--- src/rtl/uart_rx_core.sv ---
// 8N1 UART receiver driven by a 16x oversample enable; 2-FF input synchronizer,
// 3-sample mid-bit majority vote, one-cycle valid / framing-error pulses.
module uart_rx_core #(
  parameter int DATA_BITS  = 8,
  parameter int OVERSAMPLE = 16
) (
  input  logic                 clk,
  input  logic                 rst,
  input  logic                 rx_en,
  input  logic                 rx,
  output logic [DATA_BITS-1:0] data_out,
  output logic                 valid,
  output logic                 framing_error,
  output logic                 busy
);

  localparam int TW = $clog2(OVERSAMPLE);
  localparam int BW = (DATA_BITS > 1) ? $clog2(DATA_BITS) : 1;
  localparam logic [TW-1:0] M_LO   = TW'(OVERSAMPLE / 2 - 1);
  localparam logic [TW-1:0] M_MID  = TW'(OVERSAMPLE / 2);
  localparam logic [TW-1:0] M_HI   = TW'(OVERSAMPLE / 2 + 1);
  localparam logic [TW-1:0] T_LAST = TW'(OVERSAMPLE - 1);
  localparam logic [BW-1:0] B_LAST = BW'(DATA_BITS - 1);

  typedef enum logic [1:0] {S_IDLE, S_START, S_DATA, S_STOP} state_t;

  state_t                 state_q, state_d;
  logic [TW-1:0]          tick_q, tick_d;
  logic [BW-1:0]          bit_q, bit_d;
  logic [DATA_BITS-1:0]   shift_q, shift_d;
  logic [DATA_BITS-1:0]   data_q, data_d;
  logic [1:0]             samp_q, samp_d;
  logic                   valid_q, valid_d;
  logic                   ferr_q, ferr_d;
  logic                   armed_q, armed_d;
  logic                   rx_meta_q, rx_s_q;
  logic                   vote;

  function automatic logic maj3(input logic a, input logic b, input logic c);
    return (a & b) | (a & c) | (b & c);
  endfunction

  // Earlier two samples are captured in samp_q; the third is the live rx_s.
  assign vote = maj3(samp_q[1], samp_q[0], rx_s_q);

  always_comb begin
    state_d = state_q;
    tick_d  = tick_q;
    bit_d   = bit_q;
    shift_d = shift_q;
    data_d  = data_q;
    samp_d  = samp_q;
    armed_d = armed_q;
    valid_d = 1'b0;
    ferr_d  = 1'b0;
    if (rx_en) begin
      if (rx_s_q) armed_d = 1'b1;
      if (tick_q == M_LO)  samp_d[1] = rx_s_q;
      if (tick_q == M_MID) samp_d[0] = rx_s_q;
      tick_d = (tick_q == T_LAST) ? '0 : tick_q + 1'b1;
      case (state_q)
        S_IDLE: begin
          // tick_q sits at 0 in IDLE, so the detection tick is tick 0.
          if (!rx_s_q && armed_q) state_d = S_START;
          else                    tick_d  = '0;
        end
        S_START: begin
          if (tick_q == M_HI && vote) begin
            state_d = S_IDLE;
            tick_d  = '0;
          end else if (tick_q == T_LAST) begin
            state_d = S_DATA;
            bit_d   = '0;
          end
        end
        S_DATA: begin
          if (tick_q == M_HI) shift_d = {vote, shift_q[DATA_BITS-1:1]};
          if (tick_q == T_LAST) begin
            if (bit_q == B_LAST) state_d = S_STOP;
            else                 bit_d   = bit_q + 1'b1;
          end
        end
        S_STOP: begin
          if (tick_q == M_HI) begin
            data_d  = shift_q;
            state_d = S_IDLE;
            tick_d  = '0;
            if (vote) begin
              valid_d = 1'b1;
            end else begin
              ferr_d  = 1'b1;
              armed_d = 1'b0;
            end
          end
        end
        default: state_d = S_IDLE;
      endcase
    end
  end

  always_ff @(posedge clk) begin
    if (rst) begin
      state_q   <= S_IDLE;
      tick_q    <= '0;
      bit_q     <= '0;
      data_q    <= '0;
      valid_q   <= 1'b0;
      ferr_q    <= 1'b0;
      armed_q   <= 1'b1;
      rx_meta_q <= 1'b1;
      rx_s_q    <= 1'b1;
    end else begin
      state_q   <= state_d;
      tick_q    <= tick_d;
      bit_q     <= bit_d;
      data_q    <= data_d;
      valid_q   <= valid_d;
      ferr_q    <= ferr_d;
      armed_q   <= armed_d;
      rx_meta_q <= rx;
      rx_s_q    <= rx_meta_q;
    end
  end

  always_ff @(posedge clk) begin
    shift_q <= shift_d;
    samp_q  <= samp_d;
  end

  assign data_out      = data_q;
  assign valid         = valid_q;
  assign framing_error = ferr_q;
  assign busy          = (state_q != S_IDLE);

endmodule

--- config.mk ---
export PLATFORM = sky130hd
export DESIGN_NAME = uart_rx_core
export DESIGN_NICKNAME = d
export VERILOG_FILES = /design/src/rtl/uart_rx_core.sv
export SDC_FILE = /design/constraint.sdc
export NUM_CORES = 1
export LEC_CHECK = 0
export CAP_MARGIN = 15
export CORE_MARGIN = 10
export CORE_UTILIZATION = 28
export DETAILED_ROUTE_END_ITERATION = 12
export PLACE_DENSITY = 0.48
export SLEW_MARGIN = 10
export SYNTH_ARGS = -nofsm -noshare
export SYNTH_HDL_FRONTEND = slang
export SYNTH_SLANG_ARGS = --single-unit
export TNS_END_PERCENT = 100
--- constraint.sdc ---
create_clock -name clk -period 4.4 [get_ports clk]
set_clock_uncertainty 0.2 [all_clocks]
set_input_delay 0.44 -clock clk [delete_from_list [all_inputs] [get_ports clk]]
set_output_delay 0.44 -clock clk [all_outputs]
set_load 0.02 [all_outputs]
==> results.ini, run 1 <==
[clock_tree]
htreeDepth = 2
cts_root_buf = clkbuf_8
ctsResizeCount = 0
ctsHoldBuffers = 0
clkTransAtPathRegs_ns = 0.06
cts_buffers = 5
clk_latency_ns = 0.28
tritoncts = done
cts_sinks = 32
ctsLongestPathBuffers = 2
cts_setup_buffers = 0

[power]
swShare = 0.2068
p_clk_frac = 0.458
ir_drop_mv = 0.1568
internal-power_uw = 481.6
p_total_uw = 607.1
leakage_uw = 0.0006480
p_switching_uw = 125.5
power_frac_seq = 0.508
p_comb_frac = 0.034
power.density_mw_per_mm2 = 359.2

[hold_path]
min_from = rx_meta_q$_SDFF_PP1_
min_path_cells = 1
hold_path_class = flip-flop to flip-flop

[run_status]
status = complete, no violations

[global_routing]
gr-total-overflow = 0
antenna_found_initial = 0
grt_pass1_wl_um = 4774
grt_pass1_vias = 1053
gr-usage-all-layers = 0.07043
grt_max_degree = 23

[setup_path]
crit_chain = or2_2 > clkdlybuf4s50_1
cpMaxStageDelayCell = clkdlybuf4s50_1
critPathMaxFanout = 11
rr_startpoint = bit_q[0]$_SDFFE_PP0P_
startpoint = state_q[0]$_SDFFE_PP0P_
slowest_delay_ns = 0.60
worstPathArrival_ns = 1.67
path_delay_family = buffers and inverters
crit_type = flip-flop to primary output
cp.depth = 2
crit_path_end_kind = primary output
start_kind = flip-flop
reg2reg_depth = 6
path_buf_inv = 1
cp.required_ns = 3.76

[yosys]
synthCells = 125
synthDistinctLibCells = 38
synth_edf_count = 10
synth_fp_nets = 134
synth_flop_cell = dfxtp_1
ys_warn_count = 0
async_flop_share = 0
ys_seq_area_frac = 0.5286
yosys_register_bits = 32
avgSynthCellArea_um2 = 11.21
synth.cell_area_mm2 = 0.001401

[sta]
rsz0062_at_grt = no
post-route-min-period_ns = 2.308
slew_viol_final = 0
max_freq_mhz = 433.3
tightest_slew_ns = 0.9017
relSlewSlack = 0.3970
post-route-period-util = 0.5245
hold_viol = 0
tns_ns = 0
setup_viol = 0

[flow_run]
drv_cap = 0

[route]
drtPass1Iterations = 3
drtIter0Drc = 98
vias = 957
drt_wl_total_um = 2724
routedWlPerCell_um = 13.16
ant_nets = 0
drc = 0
vias_per_cell = 4.623

[placed_design]
hpwl_um = 1801
port_buffers = 14
place_congestion = 0.6956

[finish]
fin_nets = 148
syn2layout_area_growth_pct = 20.62
nFillCells = 488
drive_gt1_frac = 0.1143
n_antenna_cell = 0

[die]
dieWidth_um = 90.75
start_util = 0.2928
dieArea_mm2 = 0.008235
core_area_mm2 = 0.004786
ioPinCount = 15
num_rows = 25
chipHeight_um = 90.75

## placed cells by master, fill, tap and decap left out, types with 2 or more instances in the layout
master and count:
a21oi_1 4, a31oi_1 2, and3_1 2, and4b_1 2, clkbuf_8 5, clkdlybuf4s50_1 14, dfxtp_1 22, edfxtp_1 10
ha_1 5, inv_1 2, mux2i_1 11, nand2_1 2, nand2b_1 5, nand3_1 4, nand3b_1 2, nand4_1 4
nor2_1 16, nor2b_1 4, or2_2 3, or2b_1 2
## per-stage QoR
| stage | cells | setup slack (ns) | utilization | hold slack [ns] | cell area, um2 |
|---|---|---|---|---|---|
| after floorplan | 125 | 2.596 | - | 0.1895 | 1401 |
| after global placement | 199 | 2.105 | 0.3307 | 0.2048 | 1583 |
| after detailed placement | 199 | 2.018 | 0.3307 | 0.2031 | 1583 |
| after CTS | 207 | 2.065 | 0.3532 | 0.2264 | 1690 |
| after global routing | 207 | 2.008 | 0.3532 | 0.2324 | 1690 |
| final | 207 | 2.092 | 0.3532 | 0.2227 | 1690 |
## area by class of cell
cell class                 instances  area [um2]  area share
clock buffer                       6       72.57     0.04293
timing repair buffer              14       140.1     0.08290
sequential                        32       740.7      0.4382
multi-input combinational         84       610.6      0.3612
clock inverter                     2       35.03     0.02073
inverter                           2       7.507    0.004441
tap                               67       83.83     0.04959
## power by group through the flow
stage,Sequential (uW),Clock [uW],Combinational [uW]
3_3_place_gp,315,0,20.2
6_report,308,278,20.6
5_1_grt,309,295,22.6
2_1_floorplan,312,0,16.6
3_5_place_dp,315,0,20.7
4_1_cts,308,283,20.7
## cell families after synthesis
| kind of cell | Yosys count | share of synthesized area |
|---|---|---|
| buffers and inverters | 9 | 0.03571 |
| AOI/OAI and AO/OA | 13 | 0.06965 |
| muxes | 11 | 0.07857 |
| adders and majority gates | 6 | 0.05268 |
| DFF | 32 | 0.5286 |
| and+or+nand+nor | 54 | 0.2348 |
## worst paths after layout
kind	endpoint	slack, ns
worst max-delay path	busy	2.09
worst max register to register	bit_q[0]$_SDFFE_PP0P_	2.43
worst min-delay path	rx_s_q$_SDFF_PP1_	0.22
worst min register to register	rx_s_q$_SDFF_PP1_	0.22
## registers in the layout (all words and copies together) (netlist names), 2 cells and up, named ones only
register	count
data_out	8
bit_q	3
samp_q	2
shift_q	8
tick_q	4
## synth_stat cells (2+ instances only)
cell / instances / area share
ha_1: 5 / 0.045
nand2_1: 2 / 0.0054
nor2_1: 16 / 0.043
dfxtp_1: 22 / 0.31
nand4_1: 4 / 0.018
nor2b_1: 4 / 0.018
nand3b_1: 2 / 0.011
and3_1: 2 / 0.0089
a31oi_1: 2 / 0.0089
edfxtp_1: 10 / 0.21
mux2i_1: 11 / 0.079
or2b_1: 2 / 0.011
inv_1: 2 / 0.0054
nand2b_1: 5 / 0.022
buf_4: 2 / 0.011
or2_2: 3 / 0.013
and4b_1: 2 / 0.014
nand3_1: 4 / 0.014
clkbuf_1: 3 / 0.0080
a21oi_1: 4 / 0.014
## worst register-to-register path, cell delays in order (launching register included)
cell     delay (ns)
dfxtp_1        0.33
ha_1           0.20
ha_1           0.20
or3b_1         0.36
a21oi_2        0.26
mux2i_1        0.22
nor2_1         0.05
## metal layers
layer	up-vias	GRT usage	part of all wire
li1	469	-	-
met1	463	0.08194	0.48
met2	15	0.1094	0.45
met3	10	0.02161	0.044
met4	0	0.04509	0.031
met5	-	0	0
Note: power is estimated with default switching activity, not from simulation.
==> inputs of run 2 (changes only) <==
- clock period: 4.4 -> 2.3 ns (I/O delays scaled with it)
==> results.ini, run 2 (synthesis results as in run 1) <==
[route]
routedWlPerCell_um = 12.56  ; was 13.16 um
drt_wl_total_um = 2624  ; was 2724 um
vias = 920  ; was 957
drtPass1Iterations = 2  ; was 3
drtIter0Drc = 53  ; was 98
ant_nets = 0  ; unchanged
vias_per_cell = 4.402  ; was 4.623
drc = 0  ; unchanged

[finish]
layout_common_cells = dfxtp_1, nor2_1, clkdlybuf4s50_1  ; unchanged
syn2layout_area_growth_pct = 21.61  ; was 20.62%
drive_gt1_frac = 0.1197  ; was 0.1143
n_antenna_cell = 0  ; unchanged
final_cells = 209  ; was 207
fin_nets = 150  ; was 148
layout_commonest_cell = dfxtp_1  ; unchanged

[placed_design]
place_inst = 201  ; was 199
hpwl_um = 1860  ; was 1801 um
place_congestion = 0.7628  ; was 0.6956
port_buffers = 14  ; unchanged
post-place-ws_ns = 0.3672  ; was 2.018 ns

[die]
start_util = 0.2928  ; unchanged
dieWidth_um = 90.75  ; unchanged
core_area_mm2 = 0.004786  ; unchanged
dieArea_mm2 = 0.008235  ; unchanged
num_rows = 25  ; unchanged
ioPinCount = 15  ; unchanged
chipHeight_um = 90.75  ; unchanged

[sta]
fin_ws_ns = 0.1889  ; was 2.092 ns
max_freq_mhz = 473.7
post-route-period-util = 0.9179
rsz0062_at_grt = no  ; unchanged
post-route-min-period_ns = 2.111
slew_viol_final = 0  ; unchanged
setup_viol = 0  ; unchanged
tightest_slew_ns = 0.4342  ; was 0.9017 ns
tns_ns = 0  ; unchanged
hold_viol = 0  ; unchanged
relSlewSlack = 0.7102  ; was 0.3970

[clock_tree]
clkTransAtPathRegs_ns = 0.07  ; was 0.06 ns
cts_setup_buffers = 0  ; unchanged
cts_sinks = 32  ; unchanged
ctsResizeCount = 0  ; unchanged
htreeDepth = 2  ; unchanged
cts_root_buf = clkbuf_8  ; unchanged
cts_buffers = 5  ; unchanged
clk_latency_ns = 0.28  ; about the same
ctsLongestPathBuffers = 2  ; unchanged
ctsHoldBuffers = 0  ; unchanged
tritoncts = done  ; unchanged

[power]
ir_drop_mv = 0.2623  ; was 0.1568 mV
leakage_uw = 0.0006557  ; was 0.0006480 uW
power.density_mw_per_mm2 = 673.4  ; was 359.2 mW/mm2
p_total_uw = 1148  ; was 607.1 uW

[global_routing]
gr-usage-all-layers = 0.06961  ; was 0.07043
antenna_found_initial = 0  ; unchanged
grt_max_degree = 17  ; was 23
grt_pass1_vias = 956  ; was 1053
grt_pass1_wl_um = 4664  ; was 4774 um
gr-total-overflow = 0  ; unchanged

[setup_path]
slowest_delay_ns = 0.60  ; about the same
crit_type = flip-flop to primary output  ; unchanged
crit_chain = or2_2 > clkdlybuf4s50_1  ; unchanged
start_kind = flip-flop  ; unchanged
crit_path_end_kind = primary output  ; unchanged
cp.required_ns = 1.87  ; was 3.76 ns
worstPathArrival_ns = 1.68  ; was 1.67 ns
path_buf_inv = 1  ; unchanged
path_delay_family = buffers and inverters  ; unchanged
cpMaxStageDelayCell = clkdlybuf4s50_1  ; unchanged
critPathMaxFanout = 11  ; unchanged

[hold_path]
hold_path_class = flip-flop to flip-flop  ; unchanged

[flow_run]
drv_cap = 0  ; unchanged

[run_status]
status = complete, no violations  ; unchanged

-- run 2: cell types whose count changed in the layout (fill, tap and decap cells not counted), sizes merged --
cell / change
buf: +2
clkbuf: -1
clkinv: +1
-- run 2: cell type report --
| class | count | area, um2 |
|---|---|---|
| clock buffer | 5 | 68.82 |
| fill | 474 | 3082 |
| multi-input combinational | 84 | 610.6 |
| inverter | 2 | 7.507 |
| timing repair buffer | 16 | 155.1 |
| sequential | 32 | 740.7 |
| tap | 67 | 83.83 |
| clock inverter | 3 | 37.54 |
-- run 2: worst register-to-register path: stages (launching register included) --
cell,delay (ns)
dfxtp_1,0.33
ha_1,0.20
ha_1,0.19
or3b_1,0.36
a21oi_2,0.24
mux2i_1,0.22
nor2_1,0.05
-- run 2: stage by stage --
step	hold slack, ns	area (um2)	utilization
floorplan	0.1338	1401	-
global placement	0.2040	1598	0.3339
detailed placement	0.1967	1598	0.3339
CTS	0.2284	1704	0.3561
global route	0.2424	1704	0.3561
finish	0.2311	1704	0.3561
-- run 2: final timing paths --
check	start	endpoint	slack (ns)	cells past startpoint
worst max-delay path	state_q[0]$_SDFFE_PP0P_	busy	0.19	2
worst min-delay path	rx_meta_q$_SDFF_PP1_	rx_s_q$_SDFF_PP1_	0.23	1
worst max register to register	bit_q[0]$_SDFFE_PP0P_	bit_q[0]$_SDFFE_PP0P_	0.41	6
worst min register to register	rx_meta_q$_SDFF_PP1_	rx_s_q$_SDFF_PP1_	0.23	1
-- run 2: routing by layer --
layer	GRT usage	wire length [um]	part of all wire	up-vias
met1	0.08157	1254	0.48	428
met4	0.03316	31	0.012	0
met2	0.1022	1184	0.45	13
met5	0	0	0	-
li1	-	-	-	475
met3	0.03574	154	0.059	4
-- run 2: power by group --
part / switching [uW] / internal [uW] / total (uW)
clock: 201 / 315 / 517
sequential: 7.12 / 583 / 590
combinational: 21.6 / 19.6 / 41.2
total: 230 / 918 / 1150
